[config.mk]
export PLATFORM = sky130hd
export DESIGN_NAME = dac_5g_tx_framer_flat
export DESIGN_NICKNAME = d
export VERILOG_FILES = /design/src/rtl/dac_5g_tx_framer_if.sv /design/src/rtl/dac_5g_tx_framer.sv /design/src/flat_wrapper.sv
export SDC_FILE = /design/constraint.sdc
export NUM_CORES = 1
export LEC_CHECK = 0
export CORE_MARGIN = 3
export CORE_UTILIZATION = 50
export CTS_CLUSTER_DIAMETER = 80
export CTS_CLUSTER_SIZE = 20
export DETAILED_ROUTE_END_ITERATION = 8
export PLACE_DENSITY_LB_ADDON = 0.3
export RECOVER_POWER = 25
export SETUP_SLACK_MARGIN = 0.2
export SKIP_LAST_GASP = 1
export SYNTH_ARGS = -nofsm -noshare
export SYNTH_HDL_FRONTEND = slang
export SYNTH_SLANG_ARGS = --single-unit
[constraint.sdc]
create_clock -name ctrl_clk_in -period 9.3 [get_ports ctrl_clk_in]
set_clock_uncertainty 0.2 [all_clocks]
set_input_delay 1.86 -clock ctrl_clk_in [delete_from_list [all_inputs] [get_ports ctrl_clk_in]]
set_output_delay 1.86 -clock ctrl_clk_in [all_outputs]
set_load 0.02 [all_outputs]
[src/rtl/dac_5g_tx_framer_if.sv]
// User-side word handshake into the DAC transmit framer: four I and four Q
// samples per word (index 0 earliest), a frame-sync tag and valid/ready.
interface dac_5g_tx_framer_if;
    logic [7:0] user_datai0;
    logic [7:0] user_datai1;
    logic [7:0] user_datai2;
    logic [7:0] user_datai3;
    logic [7:0] user_dataq0;
    logic [7:0] user_dataq1;
    logic [7:0] user_dataq2;
    logic [7:0] user_dataq3;
    logic       user_sync;
    logic       user_data_valid;
    logic       user_ready;

    modport master (
        output user_datai0, user_datai1, user_datai2, user_datai3,
        output user_dataq0, user_dataq1, user_dataq2, user_dataq3,
        output user_sync, user_data_valid,
        input  user_ready
    );

    modport slave (
        input  user_datai0, user_datai1, user_datai2, user_datai3,
        input  user_dataq0, user_dataq1, user_dataq2, user_dataq3,
        input  user_sync, user_data_valid,
        output user_ready
    );
endinterface

[src/rtl/dac_5g_tx_framer.sv]
// DAC transmit framer: word FIFO feeding a 4:2 gearbox that emits rise/fall
// sample pairs for ODDR, with sync tagging, midscale idle, underflow recovery and a ramp source.
module dac_5g_tx_framer #(
    parameter int FIFO_DEPTH  = 4,
    parameter int PRIME_LEVEL = 2
) (
    input  logic                          ctrl_clk_in,
    input  logic                          ctrl_reset,
    dac_5g_tx_framer_if.slave             user,
    input  logic                          tx_enable,
    input  logic                          test_ramp,
    input  logic                          underflow_clr,
    output logic [7:0]                    dac_di_rise,
    output logic [7:0]                    dac_di_fall,
    output logic [7:0]                    dac_dq_rise,
    output logic [7:0]                    dac_dq_fall,
    output logic                          dac_sync,
    output logic                          underflow,
    output logic [$clog2(FIFO_DEPTH):0]   fifo_level
);
    localparam int AW = $clog2(FIFO_DEPTH);
    localparam int LW = AW + 1;

    typedef enum logic [1:0] {ST_IDLE, ST_PRIME, ST_RUN, ST_RAMP} state_t;

    typedef struct packed {
        logic [7:0] di_rise;
        logic [7:0] di_fall;
        logic [7:0] dq_rise;
        logic [7:0] dq_fall;
    } pair_t;

    localparam pair_t PAIR_MID = '{8'h80, 8'h80, 8'h80, 8'h80};

    state_t          state, state_n;
    logic            phase, phase_n;
    logic [7:0]      ramp, ramp_n;
    pair_t           hold, hold_n, out_q, out_n;
    logic            sync_n, set_uf, pop, flush, push;
    logic [AW-1:0]   wr_ptr, rd_ptr;
    logic [64:0]     mem [FIFO_DEPTH];
    logic [64:0]     head;

    assign user.user_ready = tx_enable & ~test_ramp & (fifo_level < LW'(FIFO_DEPTH));
    assign push            = user.user_data_valid & user.user_ready;
    assign head            = mem[rd_ptr];

    assign dac_di_rise = out_q.di_rise;
    assign dac_di_fall = out_q.di_fall;
    assign dac_dq_rise = out_q.dq_rise;
    assign dac_dq_fall = out_q.dq_fall;

    // NOTE: every always_comb output gets a default first so no path can infer a latch.
    always_comb begin
        state_n = state;
        phase_n = phase;
        ramp_n  = ramp;
        hold_n  = hold;
        out_n   = PAIR_MID;
        sync_n  = 1'b0;
        set_uf  = 1'b0;
        pop     = 1'b0;
        flush   = 1'b0;
        if (!tx_enable) begin
            state_n = ST_IDLE;
            phase_n = 1'b0;
            flush   = 1'b1;
        end else begin
            unique case (state)
                ST_IDLE: begin
                    flush   = 1'b1;
                    phase_n = 1'b0;
                    ramp_n  = 8'h00;
                    state_n = test_ramp ? ST_RAMP : ST_PRIME;
                end
                ST_PRIME: begin
                    if (test_ramp)                           state_n = ST_IDLE;
                    else if (fifo_level >= LW'(PRIME_LEVEL)) state_n = ST_RUN;
                end
                ST_RUN: begin
                    if (test_ramp) begin
                        // Leaving the mode discards any half-sent word.
                        state_n = ST_IDLE;
                        phase_n = 1'b0;
                    end else if (phase) begin
                        out_n   = hold;
                        phase_n = 1'b0;
                    end else if (fifo_level == '0) begin
                        set_uf  = 1'b1;
                        state_n = ST_PRIME;
                    end else begin
                        pop     = 1'b1;
                        out_n   = '{head[7:0], head[15:8], head[39:32], head[47:40]};
                        hold_n  = '{head[23:16], head[31:24], head[55:48], head[63:56]};
                        sync_n  = head[64];
                        phase_n = 1'b1;
                    end
                end
                ST_RAMP: begin
                    if (!test_ramp) begin
                        state_n = ST_IDLE;
                    end else begin
                        out_n  = '{ramp, ramp + 8'd1, ~ramp, ~(ramp + 8'd1)};
                        sync_n = (ramp == 8'h00);
                        ramp_n = ramp + 8'd2;
                    end
                end
                default: state_n = ST_IDLE;
            endcase
        end
    end

    // NOTE: sequential state uses non-blocking assignments only.
    always_ff @(posedge ctrl_clk_in or posedge ctrl_reset) begin
        if (ctrl_reset) begin
            state     <= ST_IDLE;
            phase     <= 1'b0;
            ramp      <= 8'h00;
            hold      <= PAIR_MID;
            out_q     <= PAIR_MID;
            dac_sync  <= 1'b0;
            underflow <= 1'b0;
        end else begin
            state    <= state_n;
            phase    <= phase_n;
            ramp     <= ramp_n;
            hold     <= hold_n;
            out_q    <= out_n;
            dac_sync <= sync_n;
            if (set_uf)             underflow <= 1'b1;
            else if (underflow_clr) underflow <= 1'b0;
        end
    end

    // A flush cycle empties the FIFO, but a word accepted in that same cycle lands in slot 0.
    always_ff @(posedge ctrl_clk_in or posedge ctrl_reset) begin
        if (ctrl_reset) begin
            wr_ptr     <= '0;
            rd_ptr     <= '0;
            fifo_level <= '0;
        end else if (flush) begin
            wr_ptr     <= push ? AW'(1) : '0;
            rd_ptr     <= '0;
            fifo_level <= push ? LW'(1) : '0;
        end else begin
            if (push) wr_ptr <= wr_ptr + AW'(1);
            if (pop)  rd_ptr <= rd_ptr + AW'(1);
            unique case ({push, pop})
                2'b10:   fifo_level <= fifo_level + LW'(1);
                2'b01:   fifo_level <= fifo_level - LW'(1);
                default: fifo_level <= fifo_level;
            endcase
        end
    end

    // NOTE: FIFO storage is not reset; occupancy is tracked by the pointers and level.
    always_ff @(posedge ctrl_clk_in) begin
        if (push) begin
            mem[flush ? '0 : wr_ptr] <= {user.user_sync,
                                         user.user_dataq3, user.user_dataq2,
                                         user.user_dataq1, user.user_dataq0,
                                         user.user_datai3, user.user_datai2,
                                         user.user_datai1, user.user_datai0};
        end
    end
endmodule

[src/flat_wrapper.sv]
// flat-port wrapper written by rule: the top's interface ports become plain ports
module dac_5g_tx_framer_flat 
#(
    parameter int FIFO_DEPTH  = 4,
    parameter int PRIME_LEVEL = 2
)
  (ctrl_clk_in, ctrl_reset, tx_enable, test_ramp, underflow_clr, dac_di_rise, dac_di_fall, dac_dq_rise, dac_dq_fall, dac_sync, underflow, fifo_level, user_user_datai0, user_user_datai1, user_user_datai2, user_user_datai3, user_user_dataq0, user_user_dataq1, user_user_dataq2, user_user_dataq3, user_user_sync, user_user_data_valid, user_user_ready);
  dac_5g_tx_framer_if user_i ();
  input  logic ctrl_clk_in;
  input  logic ctrl_reset;
  input  logic tx_enable;
  input  logic test_ramp;
  input  logic underflow_clr;
  output logic [7:0] dac_di_rise;
  output logic [7:0] dac_di_fall;
  output logic [7:0] dac_dq_rise;
  output logic [7:0] dac_dq_fall;
  output logic dac_sync;
  output logic underflow;
  output logic [$clog2(FIFO_DEPTH):0] fifo_level;
  input wire logic [$bits(user_i.user_datai0)-1:0] user_user_datai0;
  input wire logic [$bits(user_i.user_datai1)-1:0] user_user_datai1;
  input wire logic [$bits(user_i.user_datai2)-1:0] user_user_datai2;
  input wire logic [$bits(user_i.user_datai3)-1:0] user_user_datai3;
  input wire logic [$bits(user_i.user_dataq0)-1:0] user_user_dataq0;
  input wire logic [$bits(user_i.user_dataq1)-1:0] user_user_dataq1;
  input wire logic [$bits(user_i.user_dataq2)-1:0] user_user_dataq2;
  input wire logic [$bits(user_i.user_dataq3)-1:0] user_user_dataq3;
  input wire logic [$bits(user_i.user_sync)-1:0] user_user_sync;
  input wire logic [$bits(user_i.user_data_valid)-1:0] user_user_data_valid;
  output wire logic [$bits(user_i.user_ready)-1:0] user_user_ready;
  assign user_i.user_datai0 = user_user_datai0;
  assign user_i.user_datai1 = user_user_datai1;
  assign user_i.user_datai2 = user_user_datai2;
  assign user_i.user_datai3 = user_user_datai3;
  assign user_i.user_dataq0 = user_user_dataq0;
  assign user_i.user_dataq1 = user_user_dataq1;
  assign user_i.user_dataq2 = user_user_dataq2;
  assign user_i.user_dataq3 = user_user_dataq3;
  assign user_i.user_sync = user_user_sync;
  assign user_i.user_data_valid = user_user_data_valid;
  assign user_user_ready = user_i.user_ready;
  dac_5g_tx_framer #(.FIFO_DEPTH(FIFO_DEPTH), .PRIME_LEVEL(PRIME_LEVEL)) u_core (.ctrl_clk_in(ctrl_clk_in), .ctrl_reset(ctrl_reset), .user(user_i), .tx_enable(tx_enable), .test_ramp(test_ramp), .underflow_clr(underflow_clr), .dac_di_rise(dac_di_rise), .dac_di_fall(dac_di_fall), .dac_dq_rise(dac_dq_rise), .dac_dq_fall(dac_dq_fall), .dac_sync(dac_sync), .underflow(underflow), .fifo_level(fifo_level));
endmodule
==> results of run 1 <==
## worst min-delay path by stage
stage                          startpoint               to  slack, ns  cells past startpoint
final                     u_core.hold[17]  u_core.hold[17]       0.30                      1
after global routing       u_core.hold[8]   u_core.hold[8]       0.32                      1
after CTS                 u_core.hold[19]  u_core.hold[19]       0.30                      1
after detailed placement  u_core.hold[25]  u_core.hold[25]       0.28                      1
after global placement     u_core.hold[8]   u_core.hold[8]       0.27                      1
after floorplan           u_core.hold[16]  u_core.hold[16]       0.26                      1
## logic make-up (layout without fill, tap and decap cells)
family / Yosys count / count (layout)
AO/OA/AOI/OAI: 90 / 90
flip-flops: 343 / 343
multiplexers: 105 / 105
AND/OR/NAND/NOR: 57 / 57
adder cells (fa/ha/maj): 3 / 3
buffers and inverters: 51 / 160
XOR/XNOR: 3 / 3
## per-layer routing
metal  wire length (um)  global-route usage, %  vias to the layer above
met4                544                   4.30                        4
met1              11200                   26.5                     3430
met2              12900                   30.8                      205
met5                 20                      0                        -
li1                   -                      -                     2826
met3               1500                   2.82                       35
## state kept, by name, summed over array words and instances (netlist names), 2 cells and up
signal,flops
u_core.dac_di_rise,8
u_core.fifo_level,3
u_core.ramp,7
u_core.dac_dq_fall,8
u_core.mem,260
u_core.state,2
u_core.dac_di_fall,8
u_core.wr_ptr,2
u_core.rd_ptr,2
u_core.dac_dq_rise,8
u_core.hold,32
## power by group
part / switching, mW / leakage [nW] / internal (mW)
clock: 0.464 / 0.279 / 0.425
sequential: 0.0293 / 3.46 / 1.69
combinational: 0.0724 / 1.35 / 0.0667
total: 0.565 / 5.09 / 2.18
## cells in the final DEF, fill, tap and decap left out, types with 2 or more instances in the layout
cell	instances
edfxtp_1	260
clkinv_8	2
a21oi_1	12
or3_1	3
mux2_1	28
and3_1	2
o21a_1	2
dfrtp_1	73
inv_1	8
mux2i_1	8
nand3_1	5
nor2_1	2
clkdlybuf4s50_1	61
nand2b_1	8
a22o_1	4
nor2_4	2
xnor2_1	3
or4_1	2
dfstp_2	8
dlygate4sd3_1	47
nand2_1	16
clkbuf_1	11
buf_4	8
a2bb2oi_1	14
a22oi_1	12
mux2_2	4
clkbuf_16	21
a211oi_1	2
a32o_1	2
o2bb2ai_1	28
nor3_1	2
o21ai_0	8
mux4_2	65
ha_1	2
nand4_1	3
## worst max-delay path, delay by kind of cell
kind,cells,cell delay (ns)
buf+inv,3,1.58
simple gates,1,0.21
## cell type report
| class | count | area share [%] |
|---|---|---|
| sequential | 343 | 65.4 |
| tap | 330 | 2.73 |
| timing repair buffer | 116 | 7.54 |
| clock inverter | 2 | 0.157 |
| inverter | 10 | 0.339 |
| clock buffer | 32 | 3.75 |
| multi-input combinational | 258 | 20.0 |
==> impl_metrics.env, run 1 <==
export IMPL_outcome="finished, final reports clean"
export IMPL_yosys_area_share_adder_pct=0.342
export IMPL_postCtsSetupBuffers=0
export IMPL_port_buffers=108
export IMPL_async_reset_ff_share_pct=24.2
export IMPL_drv_slew=0
export IMPL_crit_path_start="tx_enable"
export IMPL_fmax_mhz=175
export IMPL_layout_drive_gt1_share_pct=15.6
export IMPL_syn2layout_area_growth_pct=15.0
export IMPL_start_kind="input port"
export IMPL_via_per_inst=5.96
export IMPL_yosysMostFrequentCell="edfxtp_1"
export IMPL_netlist_area_mm2=0.0132
export IMPL_synth_common_cells="260 x edfxtp_1, 75 x dfrtp_1, 65 x mux4_2"
export IMPL_dpl_cell_count=1057
export IMPL_rsz0062_at_grt="no"
export IMPL_drt_iter0_markers=587
export IMPL_clock_latency_ns=0.52
export IMPL_ant_nets=0
export IMPL_rr_worst_depth=4
export IMPL_r2r_end="u_core.mem[1][34]"
export IMPL_crit_slowest_cell="clkdlybuf4s50_1"
export IMPL_die_h_um=168
export IMPL_p_leak_nw=5.09
export IMPL_grt_pass1_wl_um=40800
export IMPL_avgSynthCellArea_um2=20.2
export IMPL_drv_cap=0
export IMPL_first_pass_iters=5
export IMPL_root_buffer="clkbuf_16"
export IMPL_path_max_fanout=16
export IMPL_worstSetupPathType="in -> out"
export IMPL_hpwl_um=15100
export IMPL_antenna_found_initial=2
export IMPL_grt_max_degree=68
export IMPL_finalSetupTns_ns=0
export IMPL_crit_end="user_user_ready"
export IMPL_grt_util_all_layers_pct=18.6
export IMPL_synth_compound_area_share_pct=5.25
export IMPL_final_core_util_pct=59.2
export IMPL_htree_num_levels=1
export IMPL_slowest_delay_ns=0.81
export IMPL_clk_pin_slew_worst_paths_ns=0.08
export IMPL_critPathMostFrequentCell="clkdlybuf4s50_1"
export IMPL_numClockSinks=343
export IMPL_crit_arrival_ns=3.65
export IMPL_synth_edf_count=260
export IMPL_yosys_warnings=0
export IMPL_synth_mux_area_share_pct=14.5
export IMPL_synth_cells=652
export IMPL_stdcell_count=1091
export IMPL_path_cells="clkdlybuf4s50_1, inv_1, nor3_1, clkdlybuf4s50_1"
export IMPL_placed_cell_area_mm2=0.0145
export IMPL_vdd_drop_max_uv=126
export IMPL_multi_input_area_mm2=0.00303
export IMPL_grt_pass1_vias=6944
export IMPL_slew_headroom_pct=23.1
export IMPL_min_path_type="reg -> reg"
export IMPL_placement_rows=58
export IMPL_p_per_area_mw_per_mm2=182
export IMPL_ff2ff_setup_slack_ns=5.62
export IMPL_yosysSeqAreaShare_pct=75.2
export IMPL_nNetsFinal=824
export IMPL_yosysUniqueCellTypes=52
export IMPL_die_area_mm2=0.0283
export IMPL_start_util_pct=51.5
export IMPL_fp_coreArea_mm2=0.0255
export IMPL_die_x_um=168
export IMPL_place_ws_ns=3.61
export IMPL_tightest_slew_ns=1.14
export IMPL_cts_repair_resized=0
export IMPL_drt_wl_total_um=26100
export IMPL_critical_path_required_ns=7.24
export IMPL_drc=0
export IMPL_synth_top_family_by_area="multiplexers"
export IMPL_cts_buffers=21
export IMPL_vias=6500
export IMPL_timing_rr_start="u_core.state[0]"
export IMPL_hold_buffers=0
export IMPL_synth_seq_cells=343
export IMPL_io_pins=109
export IMPL_place_congestion=0.801
export IMPL_period_minus_slack_ns=5.71
export IMPL_power_total_mw=2.75
export IMPL_hold_violations=0
export IMPL_synth_xor_area_share_pct=0.200
export IMPL_synth_top_cell_area_share_pct=59.3
export IMPL_antennaDiodeCount=0
export IMPL_ys_flop_type="edfxtp_1"
export IMPL_seqCellArea_mm2=0.00990
export IMPL_synth_top_area_cell="edfxtp_1"
export IMPL_grt_ovfl_total=0
export IMPL_synthTopCellsByArea="edfxtp_1 59%, dfrtp_1 14%, mux4_2 11%"
export IMPL_setup_violations=0
export IMPL_routedWlPerCell_um=23.9
export IMPL_min_period_over_period_pct=61.4
export IMPL_holdWs_ns=0.304
export IMPL_setup_ws_ns=3.59
export IMPL_synthSimpleGateAreaFrac_pct=2.47
export IMPL_final_area_mm2=0.0151
export IMPL_fillers=1842
export IMPL_synth_nets=726
export IMPL_end_kind="primary output"
export IMPL_clockBufferDepth=3
export IMPL_cts_tree="built"
Note: power is estimated with default switching activity, not from simulation.
==> inputs of run 2 (changes only) <==
- clock period: 9.3 -> 5.35 ns (I/O delays scaled with it)
==> run 2 against run 1 <==
Compared with the run above:
- sequential power rose by 74%
- design area rose by 0.38%
- clock power rose by 78%
- largest cell class unchanged
- flip-flop and latch count unchanged
- via count up 0.32%
- setup slack worse by 2.4 ns
- power rose by 75%
- first-iteration DRC count fell by 2.7%
==> impl_metrics.env, run 2 (synthesis results as in run 1) <==
export IMPL_final_cell_mix="260 x edfxtp_1, 73 x dfrtp_1, 65 x mux4_2, 61 x clkdlybuf4s50_1, 47 x dlygate4sd3_1"
export IMPL_min_path_type="reg -> reg"
export IMPL_htree_num_levels=1
export IMPL_finalSetupTns_ns=0
export IMPL_cts_repair_resized=0
export IMPL_numClockSinks=343
export IMPL_postCtsSetupBuffers=0
export IMPL_vdd_drop_max_uv=287
export IMPL_grt_ovfl_total=0
export IMPL_drt_wl_total_um=26200
export IMPL_drc=0
export IMPL_antennaDiodeCount=0
export IMPL_clockBufferDepth=3
export IMPL_grt_max_degree=68
export IMPL_clockPowerShare_pct=32.9
export IMPL_grt_pass1_wl_um=40900
export IMPL_worstSetupPathType="in -> out"
export IMPL_combPwrFrac_pct=5.0
export IMPL_crit_arrival_ns=2.87
export IMPL_power_frac_seq_pct=62.1
export IMPL_clk_pin_slew_worst_paths_ns=0.08
export IMPL_ant_nets=0
export IMPL_stdcell_count=1100
export IMPL_internal_power_mw=3.81
export IMPL_final_area_mm2=0.0152
export IMPL_die_area_mm2=0.0283
export IMPL_io_pins=109
export IMPL_power_total_mw=4.81
export IMPL_setup_violations=0
export IMPL_worstHoldPathCells=1
export IMPL_cts_buffers=21
export IMPL_hold_violations=0
export IMPL_slew_headroom_pct=29.3
export IMPL_hold_buffers=0
export IMPL_min_period_over_period_pct=77.4
export IMPL_vias=6521
export IMPL_dpl_cell_count=1062
export IMPL_period_minus_slack_ns=4.14
export IMPL_top_regs="u_core.mem x260, u_core.hold x32"
export IMPL_p_per_area_mw_per_mm2=317
export IMPL_hpwl_um=15600
export IMPL_p_leak_nw=5.13
export IMPL_start_kind="input port"
export IMPL_outcome="finished, final reports clean"
export IMPL_clock_latency_ns=0.52
export IMPL_place_congestion=0.836
export IMPL_grt_util_all_layers_pct=18.7
export IMPL_die_x_um=168
export IMPL_final_core_util_pct=59.4
export IMPL_first_pass_iters=5
export IMPL_port_buffers=108
export IMPL_critical_path_required_ns=4.08
export IMPL_drt_iter0_markers=571
export IMPL_tightest_slew_ns=1.06
export IMPL_cts_tree="built"
export IMPL_drv_slew=0
export IMPL_fmax_mhz=242
export IMPL_via_per_inst=5.93
export IMPL_routedWlPerCell_um=23.8
export IMPL_mostFrequentLayoutCell="edfxtp_1"
export IMPL_rsz0062_at_grt="no"
export IMPL_path_max_fanout=16
export IMPL_root_buffer="clkbuf_16"
export IMPL_nNetsFinal=829
export IMPL_placement_rows=58
export IMPL_fp_coreArea_mm2=0.0255
export IMPL_power_switching_mw=1.00
export IMPL_syn2layout_area_growth_pct=15.4
export IMPL_start_util_pct=51.5
export IMPL_placed_cell_area_mm2=0.0146
export IMPL_switching_share_pct=20.9
export IMPL_largest_reg_flops=260
export IMPL_layout_drive_gt1_share_pct=16.1
export IMPL_grt_pass1_vias=7002
export IMPL_rr_worst_depth=8
export IMPL_drv_cap=0
export IMPL_die_h_um=168
export IMPL_largest_register="u_core.mem"
export IMPL_end_kind="primary output"
export IMPL_antenna_found_initial=3
[run 2: changes by cell type in the layout (fill, tap and decap cells not counted)]
cell / delta
buf_4: +5
clkbuf_1: +4
clkinv_8: -1
clkinvlp_4: -1
inv_16: +1
inv_6: +1
[run 2: worst paths after layout]
check,from,slack (ns),endpoint
worst max-delay path,tx_enable,1.21,user_user_ready
worst min-delay path,u_core.hold[21],0.29,u_core.hold[21]
worst max register to register,u_core.state[0],1.83,u_core.fifo_level[2]
worst min register to register,u_core.hold[21],0.29,u_core.hold[21]
max in group asynchronous,ctrl_reset,3.23,u_core.hold[15]
min in group asynchronous,ctrl_reset,0.83,u_core.dac_dq_rise[0]
[run 2: final cells by class]
cell class              count  area [um2]
fillers                  1859       10400
flip-flops and latches    343        9900
multi-input cells         258        3030
repair buffers            121        1180
clock buffers              36         582
well taps                 330         413
inverters                  10        51.3
clock inverters             2        28.8
[run 2: power groups by stage]
stage	logic [mW]	registers, mW	clock network, mW
global placement	0.239	3.04	0
detailed placement	0.251	3.05	0
global route	0.265	3.00	1.73
finish	0.243	2.99	1.58
CTS	0.252	2.99	1.62
floorplan	0.132	3.02	0
[run 2: per-layer routing]
metal	share of wire, %	vias to the layer above	GRT usage [%]
met5	0.13	-	0
met4	1.8	6	3.84
met3	6.0	43	3.24
met2	49	227	30.5
met1	43	3406	27.1
li1	-	2839	-
[run 2: worst max-delay path: stages]
cell and delay [ns]:
clkdlybuf4s50_1 0.83, inv_1 0.13, nor3_1 0.21, clkdlybuf4s50_1 0.63
[run 2: stage by stage]
stage	hold WS, ns	worst slack [ns]
after floorplan	0.258	0.277
after global placement	0.268	0.983
after detailed placement	0.278	0.868
after CTS	0.298	1.24
after global routing	0.313	1.13
final	0.294	1.21
